`src/rtl/icache_direct_if.sv`:
```
// Bundles the ifetch request/response and memory-controller line-fill signals of icache_direct.
// The cache uses the slave view; the environment (ifetch + memctrl) uses the master view.
interface icache_direct_if #(
    parameter int LINE_BYTES = 16
);
    logic                    fetch_en;
    logic [31:0]             fetch_pc;
    logic                    fetch_done;
    logic [31:0]             fetch_instr;
    logic                    mc_en;
    logic [31:0]             mc_pc;
    logic                    mc_done;
    logic [LINE_BYTES*8-1:0] mc_data;

    modport slave (
        input  fetch_en, fetch_pc, mc_done, mc_data,
        output fetch_done, fetch_instr, mc_en, mc_pc
    );

    modport master (
        output fetch_en, fetch_pc, mc_done, mc_data,
        input  fetch_done, fetch_instr, mc_en, mc_pc
    );
endinterface

```
`src/rtl/icache_direct.sv`:
```
// Direct-mapped instruction cache: 1-cycle hits, whole-line fills from the memory controller.
// Define ICACHE_STAT_EN to add the hit_cnt/miss_cnt statistics outputs.
//
// state | meaning
// IDLE  | serving hits; a miss latches pc and raises mc_en
// FILL  | waiting for mc_done; rollback only marks the response as cancelled
module icache_direct #(
    parameter int LINE_BYTES = 16,
    parameter int SETS       = 16
) (
    input  logic               clk,
    input  logic               rst,
    input  logic               rdy,
    input  logic               rollback,
    icache_direct_if.slave     bus
`ifdef ICACHE_STAT_EN
    ,
    output logic [31:0]        hit_cnt,
    output logic [31:0]        miss_cnt
`endif
);
    localparam int OFF_W  = $clog2(LINE_BYTES);
    localparam int IDX_W  = $clog2(SETS);
    localparam int TAG_W  = 32 - OFF_W - IDX_W;
    localparam int LINE_W = LINE_BYTES * 8;
    localparam int WORDS  = LINE_BYTES / 4;

    typedef enum logic {IDLE, FILL} state_t;

    state_t              state_q, state_d;
    logic [SETS-1:0]     valid_q, valid_d;
    logic [31:0]         pc_q, pc_d;
    logic                cancel_q, cancel_d;
    logic                cool_q, cool_d;
    logic                done_q, done_d;
    logic [31:0]         instr_q, instr_d;
    logic                mc_en_q, mc_en_d;
    logic [31:0]         mc_pc_q, mc_pc_d;
    logic                fill_we;
    logic                hit_ev;
    logic                miss_ev;

    logic [TAG_W-1:0]    tag_arr  [SETS];
    logic [LINE_W-1:0]   data_arr [SETS];

    logic [IDX_W-1:0]    req_idx;
    logic [TAG_W-1:0]    req_tag;
    logic [IDX_W-1:0]    fill_idx;
    logic [TAG_W-1:0]    fill_tag;
    logic                hit;

    function automatic logic [31:0] pick_word(input logic [LINE_W-1:0] line,
                                              input logic [31:0]       pc);
        logic [31:0] sel;
        logic [31:0] word;
        sel  = (pc >> 2) & 32'(WORDS - 1);
        word = '0;
        for (int i = 0; i < WORDS; i++)
            if (sel == 32'(i)) word = line[i*32 +: 32];
        return word;
    endfunction

    assign req_idx  = bus.fetch_pc[OFF_W+IDX_W-1:OFF_W];
    assign req_tag  = bus.fetch_pc[31:OFF_W+IDX_W];
    assign fill_idx = pc_q[OFF_W+IDX_W-1:OFF_W];
    assign fill_tag = pc_q[31:OFF_W+IDX_W];
    assign hit      = valid_q[req_idx] && (tag_arr[req_idx] == req_tag);

    always_comb begin
        state_d  = state_q;
        valid_d  = valid_q;
        pc_d     = pc_q;
        cancel_d = cancel_q;
        cool_d   = cool_q;
        done_d   = done_q;
        instr_d  = instr_q;
        mc_en_d  = mc_en_q;
        mc_pc_d  = mc_pc_q;
        fill_we  = 1'b0;
        hit_ev   = 1'b0;
        miss_ev  = 1'b0;

        if (rdy) begin
            done_d = 1'b0;
            cool_d = 1'b0;
            case (state_q)
                IDLE: begin
                    if (bus.fetch_en && !rollback) begin
                        if (hit) begin
                            done_d  = 1'b1;
                            instr_d = pick_word(data_arr[req_idx], bus.fetch_pc);
                            hit_ev  = 1'b1;
                        end else if (!cool_q) begin
                            // cool_q keeps mc_en low for the cycle the memctrl ignores requests
                            pc_d     = bus.fetch_pc;
                            mc_en_d  = 1'b1;
                            mc_pc_d  = {bus.fetch_pc[31:OFF_W], {OFF_W{1'b0}}};
                            state_d  = FILL;
                            miss_ev  = 1'b1;
                        end
                    end
                end
                FILL: begin
                    if (rollback) cancel_d = 1'b1;
                    if (bus.mc_done) begin
                        fill_we            = 1'b1;
                        valid_d[fill_idx]  = 1'b1;
                        mc_en_d            = 1'b0;
                        state_d            = IDLE;
                        cancel_d           = 1'b0;
                        cool_d             = 1'b1;
                        if (!cancel_q && !rollback) begin
                            done_d  = 1'b1;
                            instr_d = pick_word(bus.mc_data, pc_q);
                        end
                    end
                end
                default: state_d = IDLE;
            endcase
        end
    end

    always_ff @(posedge clk) begin
        if (rst) begin
            state_q  <= IDLE;
            valid_q  <= '0;
            pc_q     <= '0;
            cancel_q <= 1'b0;
            cool_q   <= 1'b0;
            done_q   <= 1'b0;
            instr_q  <= '0;
            mc_en_q  <= 1'b0;
            mc_pc_q  <= '0;
        end else begin
            state_q  <= state_d;
            valid_q  <= valid_d;
            pc_q     <= pc_d;
            cancel_q <= cancel_d;
            cool_q   <= cool_d;
            done_q   <= done_d;
            instr_q  <= instr_d;
            mc_en_q  <= mc_en_d;
            mc_pc_q  <= mc_pc_d;
        end
    end

    // Tag/data storage carries no reset; valid_q alone qualifies it.
    always_ff @(posedge clk) begin
        if (fill_we) begin
            tag_arr[fill_idx]  <= fill_tag;
            data_arr[fill_idx] <= bus.mc_data;
        end
    end

    // A response held through a stall reappears once rdy returns; rollback hides it.
    assign bus.fetch_done  = done_q & rdy & ~rollback;
    assign bus.fetch_instr = instr_q;
    assign bus.mc_en       = mc_en_q;
    assign bus.mc_pc       = mc_pc_q;

`ifdef ICACHE_STAT_EN
    logic [31:0] hit_cnt_q;
    logic [31:0] miss_cnt_q;

    always_ff @(posedge clk) begin
        if (rst) begin
            hit_cnt_q  <= '0;
            miss_cnt_q <= '0;
        end else begin
            if (hit_ev)  hit_cnt_q  <= hit_cnt_q + 32'd1;
            if (miss_ev) miss_cnt_q <= miss_cnt_q + 32'd1;
        end
    end

    assign hit_cnt  = hit_cnt_q;
    assign miss_cnt = miss_cnt_q;
`else
    logic unused_stat;
    assign unused_stat = hit_ev ^ miss_ev;
`endif
endmodule
```
`src/flat_wrapper.sv`:
```
// flat-port wrapper written by rule: the top's interface ports become plain ports
module icache_direct_flat 
#(
    parameter int LINE_BYTES = 16,
    parameter int SETS       = 16
)
  (clk, rst, rdy, rollback, bus_fetch_en, bus_fetch_pc, bus_mc_done, bus_mc_data, bus_fetch_done, bus_fetch_instr, bus_mc_en, bus_mc_pc);
  icache_direct_if #(.LINE_BYTES(LINE_BYTES)) bus_i ();
  input  logic clk;
  input  logic rst;
  input  logic rdy;
  input  logic rollback;
  input wire logic [$bits(bus_i.fetch_en)-1:0] bus_fetch_en;
  input wire logic [$bits(bus_i.fetch_pc)-1:0] bus_fetch_pc;
  input wire logic [$bits(bus_i.mc_done)-1:0] bus_mc_done;
  input wire logic [$bits(bus_i.mc_data)-1:0] bus_mc_data;
  output wire logic [$bits(bus_i.fetch_done)-1:0] bus_fetch_done;
  output wire logic [$bits(bus_i.fetch_instr)-1:0] bus_fetch_instr;
  output wire logic [$bits(bus_i.mc_en)-1:0] bus_mc_en;
  output wire logic [$bits(bus_i.mc_pc)-1:0] bus_mc_pc;
  assign bus_i.fetch_en = bus_fetch_en;
  assign bus_i.fetch_pc = bus_fetch_pc;
  assign bus_i.mc_done = bus_mc_done;
  assign bus_i.mc_data = bus_mc_data;
  assign bus_fetch_done = bus_i.fetch_done;
  assign bus_fetch_instr = bus_i.fetch_instr;
  assign bus_mc_en = bus_i.mc_en;
  assign bus_mc_pc = bus_i.mc_pc;
  icache_direct #(.LINE_BYTES(LINE_BYTES), .SETS(SETS)) u_core (.clk(clk), .rst(rst), .rdy(rdy), .rollback(rollback), .bus(bus_i));
endmodule
```
`config.mk`:
```
export PLATFORM = sky130hd
export DESIGN_NAME = icache_direct_flat
export DESIGN_NICKNAME = d
export VERILOG_FILES = /design/src/rtl/icache_direct_if.sv /design/src/rtl/icache_direct.sv /design/src/flat_wrapper.sv
export SDC_FILE = /design/constraint.sdc
export NUM_CORES = 2
export LEC_CHECK = 0
export BUFFER_PORTS_ARGS = -buffer_cell sky130_fd_sc_hd__buf_2
export CORE_MARGIN = 3
export CORE_UTILIZATION = 55
export DETAILED_ROUTE_END_ITERATION = 16
export GPL_TIMING_DRIVEN = 0
export HOLD_SLACK_MARGIN = 0.03
export PLACE_DENSITY_LB_ADDON = 0.2
export SLEW_MARGIN = 20
export SYNTH_ARGS = -nofsm -noshare
export SYNTH_HDL_FRONTEND = slang
export SYNTH_SLANG_ARGS = --single-unit
```
`constraint.sdc`:
```
create_clock -name clk -period 23.6 [get_ports clk]
set_input_delay 2.36 -clock clk [delete_from_list [all_inputs] [get_ports clk]]
set_output_delay 2.36 -clock clk [all_outputs]
set_load 0.05 [all_outputs]
```
## Word level (Yosys, flattened, before mapping)

Memory sizes are Yosys's and may differ from the RTL's.
Index checks and enable logic that the tools add are counted.

- $lt $le $gt $ge: 3
- Equal/unequal tests: 13
- Mux-type cells: 39
- Bitwise logic cells: 7
- Reduce and logical (&&, ||, !) cells: 14

Operators by type and width:

| kind | count |
|---|---|
| 32-bit two-way mux | 12 |
| 32-bit zero test | 2 |
| 32-bit case mux with 2 select lines | 1 |
| 24-bit equality test | 1 |
| 1-bit two-way mux | 21 |
| 16-bit bitwise OR | 1 |
| 5-bit AND reduction | 3 |
| 4-bit by 5-bit less-than comparator with 1-bit output, second input constant | 2 |
| 2-bit equality test, second input constant | 4 |
| 2-bit inequality test, second input constant | 4 |
| 1-bit case mux with 2 select lines | 3 |
| 3-bit AND reduction | 2 |
| 1-bit binary-select mux with 4-bit select | 1 |
| 1-bit demux with 4-bit select | 1 |
| 2-bit by 1-bit equality test with 1-bit output, second input constant | 2 |
| 4-bit by 1-bit >= comparator with 1-bit output, second input constant | 1 |
| 1-bit logical AND | 4 |
| 2-bit by 1-bit inequality test with 1-bit output, second input constant | 2 |
| 1-bit NOT | 4 |
| 1-bit bitwise AND | 2 |
| 1-bit zero test | 2 |
| 2-bit nonzero test | 1 |

- Register bits: 113
- Bits in writable memories: 2432
- Input port bits: 166
- Output and inout bits: 66
- Word-level logic and storage cells: 87
- Memories kept: 2

Memory list:

| memory | words | bits a word | rd ports | clocked after memory_dff | wr ports | RTL line | text |
|---|---|---|---|---|---|---|---|
| u_core.data_arr | 16 | 128 | 1 | 0 | 1 | icache_direct.sv:44 | `logic [LINE_W-1:0] data_arr [SETS];` |
| u_core.tag_arr | 16 | 24 | 1 | 0 | 1 | icache_direct.sv:43 | `logic [TAG_W-1:0] tag_arr [SETS];` |

## Depth between registers and ports, before layout

- Depth after elaboration: 8
- Gate-level depth with buffers: 14
- Gate-level depth less buffers: 8

## Worst setup path before layout

No wires, ideal clock.

- Path kind: in2reg
- Start: in bus_mc_done
- End: mem u_core.data_arr[0][0] in the netlist's numbering, enable pin
- Data arrival time: 13164 ps
- Data required time: 22748 ps
- Path slack: 9584 ps
- Stages: 3
- Cell sequence: nand3_1 or3_1 nor3_1

- Cells in the longest elaborated chain, start to end: 5

RTL lines:

| element | RTL line | text |
|---|---|---|
| start, declared | flat_wrapper.sv:15 | `input wire logic [$bits(bus_i.mc_done)-1:0] bus_mc_done;` |
| 1-bit two-way mux | icache_direct.sv:105 | `if (bus.mc_done) begin` |
| 1-bit two-way mux | icache_direct.sv:86 | `case (state_q)` |
| 1-bit two-way mux | icache_direct.sv:83 | `if (rdy) begin` |
| 1-bit two-way mux | icache_direct.sv:149 | `if (fill_we) begin` |
| 1-bit two-way mux (not written as such) | icache_direct.sv:151 | `data_arr[fill_idx] <= bus.mc_data;` |
| end, declared | icache_direct.sv:44 |  |

No other way between the ends.

## Final worst setup path

- Start: in bus_fetch_pc[6]
- End: reg u_core.instr_q[27], in the netlist u_core.bus.fetch_instr[27]

- Cells in the longest elaborated chain, start to end: 8
- Elaborated cells on any way between the ends: 15

RTL lines:

| element | RTL line | text |
|---|---|---|
| start, declared | flat_wrapper.sv:14 | `input wire logic [$bits(bus_i.fetch_pc)-1:0] bus_fetch_pc;` |
| memory 16 x 128 bit | -- |  |
| 32-bit two-way mux (4 in series) | icache_direct.sv:59 | `if (sel == 32'(i)) word = line[i*32 +: 32];` |
| 32-bit two-way mux | icache_direct.sv:89 | `if (hit) begin` |
| 32-bit two-way mux | icache_direct.sv:88 | `if (bus.fetch_en && !rollback) begin` |
| 32-bit case mux with 2 select lines | icache_direct.sv:86 |  |
| end signal, assigned | icache_direct.sv:141 | `instr_q <= instr_d;` |
| end, declared | icache_direct.sv:36 | `logic [31:0] instr_q, instr_d;` |

Several ways; a longest one is shown, not always the timed one. The select of a mux whose other input is x is not followed.
A chain may end at the register's enable or synchronous reset.

==> impl_metrics.yaml <==
run_status:
  status: "completed"
clock_tree:
  post-cts-setup-buffers: 0
  clkSlewWorstSetupHoldPaths_ns: 0.07
  cts_buffers: 237
  cts_tree: "built"
  cts_resized: 0
  ctsHoldBuffers: 0
  clockBufferDepth: 3
  cts.sinks: 2515
  htreeDepth: 4
  clkLatencyLatePin_ns: 0.89
  clk_root_buffer_cell: "clkbuf_16"
route:
  vias_per_cell: 6.70
  first_pass_iters: 6
  post_drt_wl_per_cell_um: 37.5
  vias: 48700
  wl_um: 273000
  drc: 0
  drt-initial-drc-count: 7508
  final_antenna_net_count: 0
sta:
  fin_skew_ns: 0.0373
  finalCritPeriodShare_pct: 29.3
  finalHoldViolCount: 0
  rsz0062_at_grt: "false"
  slew_headroom_pct: 13.0
  tightest_slew_ns: 1.31
  period_needed_ns: 6.91
  setup_violations: 0
  drv_slew: 0
  clock.fmax_mhz: 145
pwr:
  peakVddDrop_mv: 0.0847
  swShare_pct: 21.1
  power_frac_comb_pct: 5.2
  pwr-share-seq_pct: 53.3
  p_switching_uw: 1940
  clockPowerShare_pct: 41.5
  powerDensity_nw_per_um2: 81.1
  power.internal_uw: 7250
  power.leakage_uw: 0.0359
critical_path:
  path_buf_inv: 7
  start_kind: "input pin"
  critPathArrivalTime_ns: 7.66
  worst_ep_required_time_ns: 24.35
  max_stage_delay_ns: 0.90
  worstReg2RegStart: "u_core.state_q$_SDFFE_PP0P_"
  crit_path_frequent_cell: "buf_2"
  slowest_stage: "clkbuf_1"
  path_cells: "buf_2 -> buf_2 -> buf_2 -> buf_2 -> buf_2 -> clkbuf_2 -> clkbuf_1 -> mux4_2 -> mux4_2 -> mux2i_1 -> nor2_1 -> mux2_4"
  crit_path_end_kind: "register"
  critPathKind: "in2reg"
  cp-startpoint: "bus_fetch_pc[6]"
  cp_max_fo: 10
  cpLargestDelayFamily: "buffers and inverters"
synth:
  syn_avg_cell_area_sq_um: 24.2
  synth.distinct_cells: 55
  yosysTopAreaCell: "edfxtp_1"
  synth_top_cell_area_share_pct: 75.0
  synth_edf_count: 2432
  dominantRegCellSynth: "edfxtp_1"
  syn_area_sq_um: 97400
  synth-async-reset-ratio_pct: 0
  ys_seq_area_share_pct: 76.7
  synth_seq_cells: 2515
  yosysWarningCount: 0
  synth_area_leaders: "edfxtp_1 (75%), mux4_2 (19%), dfxtp_1 (1.7%), mux2i_1 (1.0%), nand2b_1 (0.46%)"
  synthCells: 4018
cells_and_area:
  nets: 4885
  fin_util_pct: 64.8
  instances_no_fill: 7276
  drive_gt1_share_pct: 37.2
  area_delta_synth_final_pct: 16.4
  nFillCells: 11200
place:
  gp_congestion: 0.873
  portBuffers: 217
  dp_hpwl_um: 187000
  place_inst: 6805
worst_hold_path:
  hold_class: "reg2reg"
  hold_start: "u_core.bus.mc_en$_SDFFE_PP0P_"
global_route:
  track_usage_pct: 30.4
  antenna_found_initial: 73
  grt_pass1_wl_um: 378000
  grt_max_degree: 20
  grt_pass1_vias: 47600
  grt_overflow: 0
floorplan:
  die_width_um: 427
  core_sq_um: 175000
  row_count: 153
  start_util_pct: 55.7
  die-area_sq_um: 182000
  pin_count: 232
  die_y_um: 427
job:
  max-cap-violations: 0
==> cell usage after synthesis, drive strengths merged (2+ instances only) <==
library cell	number
buf	175
or4	2
o21a	3
nor4	2
mux4	806
nor2	88
a22oi	9
nand3	8
nand3b	3
a31oi	3
nand2b	71
mux2i	97
o2111ai	2
o21ba	2
nand4	3
edfxtp	2432
o22ai	3
or3	3
a221oi	2
dfxtp	83
nor4b	2
mux2	36
clkbuf	75
a21oi	3
xor2	8
o21ai	2
nor2b	36
xnor2	13
nand4b	3
nand2	13
nor3	12
==> cell families after synthesis <==
family          synth area share, %
flops                          76.7
mux                            20.2
simple gates                   1.38
buf+inv                        1.26
compound gates                0.302
xor+xnor                      0.189
other cells                 0.00385
==> flip-flops by register name, indices dropped and copies added (netlist names) <==
| signal | flops |
|---|---|
| u_core.valid_q | 16 |
| u_core.pc_q | 30 |
| u_core.state_q | 1 |
| u_core.bus.fetch_instr | 32 |
| u_core.done_q | 1 |
| u_core.cancel_q | 1 |
| u_core.bus.mc_en | 1 |
| u_core.data_arr | 2048 |
| u_core.tag_arr | 384 |
| u_core.cool_q | 1 |
==> cell usage in the layout (no fill, tap or decap), types with 55 or more instances in the layout <==
cell and instances:
dfxtp_1 83, edfxtp_1 2432, mux4_2 806, nand2b_1 71, buf_4 134, clkbuf_16 241
buf_16 55, clkbuf_1 98, nor2_1 76, buf_2 311, buf_12 76, mux2i_1 97
==> power by group through the flow <==
| stage | clock [uW] | combinational [uW] | sequential (uW) |
|---|---|---|---|
| 6_report | 3810 | 479 | 4900 |
| 2_1_floorplan | 0 | 259 | 5000 |
| 3_5_place_dp | 0 | 474 | 5000 |
| 5_1_grt | 4020 | 498 | 4900 |
| 3_3_place_gp | 0 | 462 | 5000 |
| 4_1_cts | 3840 | 475 | 4900 |
==> stage by stage <==
step | instance area, sq um | setup TNS [ns] | power (uW) | hold slack (ns) | worst slack, ns
6_report | 113000 | 0 | 9190 | 0.475 | 16.69
5_1_grt | 113000 | 0 | 9420 | 0.490 | 16.74
4_1_cts | 113000 | 0 | 9220 | 0.473 | 16.80
3_5_place_dp | 105000 | 0 | 5470 | 0.458 | 15.86
3_3_place_gp | 101000 | -3275.43 | 5460 | 0.448 | -5.78
2_1_floorplan | 97400 | 0 | 5260 | 0.435 | 9.58
==> final cells by class <==
cell class / instances / area (sq um) / area share (%)
timing repair buffer: 459 / 5010 / 4.43
antenna: 36 / 90.1 / 0.0795
clock inverter: 132 / 1350 / 1.19
tap: 2325 / 2910 / 2.57
clock buffer: 303 / 6390 / 5.64
multi-input combinational: 1255 / 21600 / 19.1
sequential: 2515 / 74700 / 65.9
inverter: 1 / 3.75 / 0.00331
buffer: 250 / 1270 / 1.12
==> path summary, 6_finish.rpt <==
path	cells after the start	endpoint	slack [ns]
max	12	u_core.bus.fetch_instr[27]$_SDFFE_PP0P_	16.69
min	1	u_core.bus.mc_en$_SDFFE_PP0P_	0.47
min reg2reg	1	u_core.bus.mc_en$_SDFFE_PP0P_	0.47
max reg2reg	11	u_core.data_arr[8][19]$_DFFE_PP_	19.67
==> per-layer routing <==
layer	GRT usage [%]	vias up	part of all wire (%)
li1	-	18700	-
met1	42.6	26200	36
met2	47.2	3239	48
met3	7.45	543	11
met4	11.3	34	4.0
met5	0	-	0.075
(Power assumes the default switching activity.)
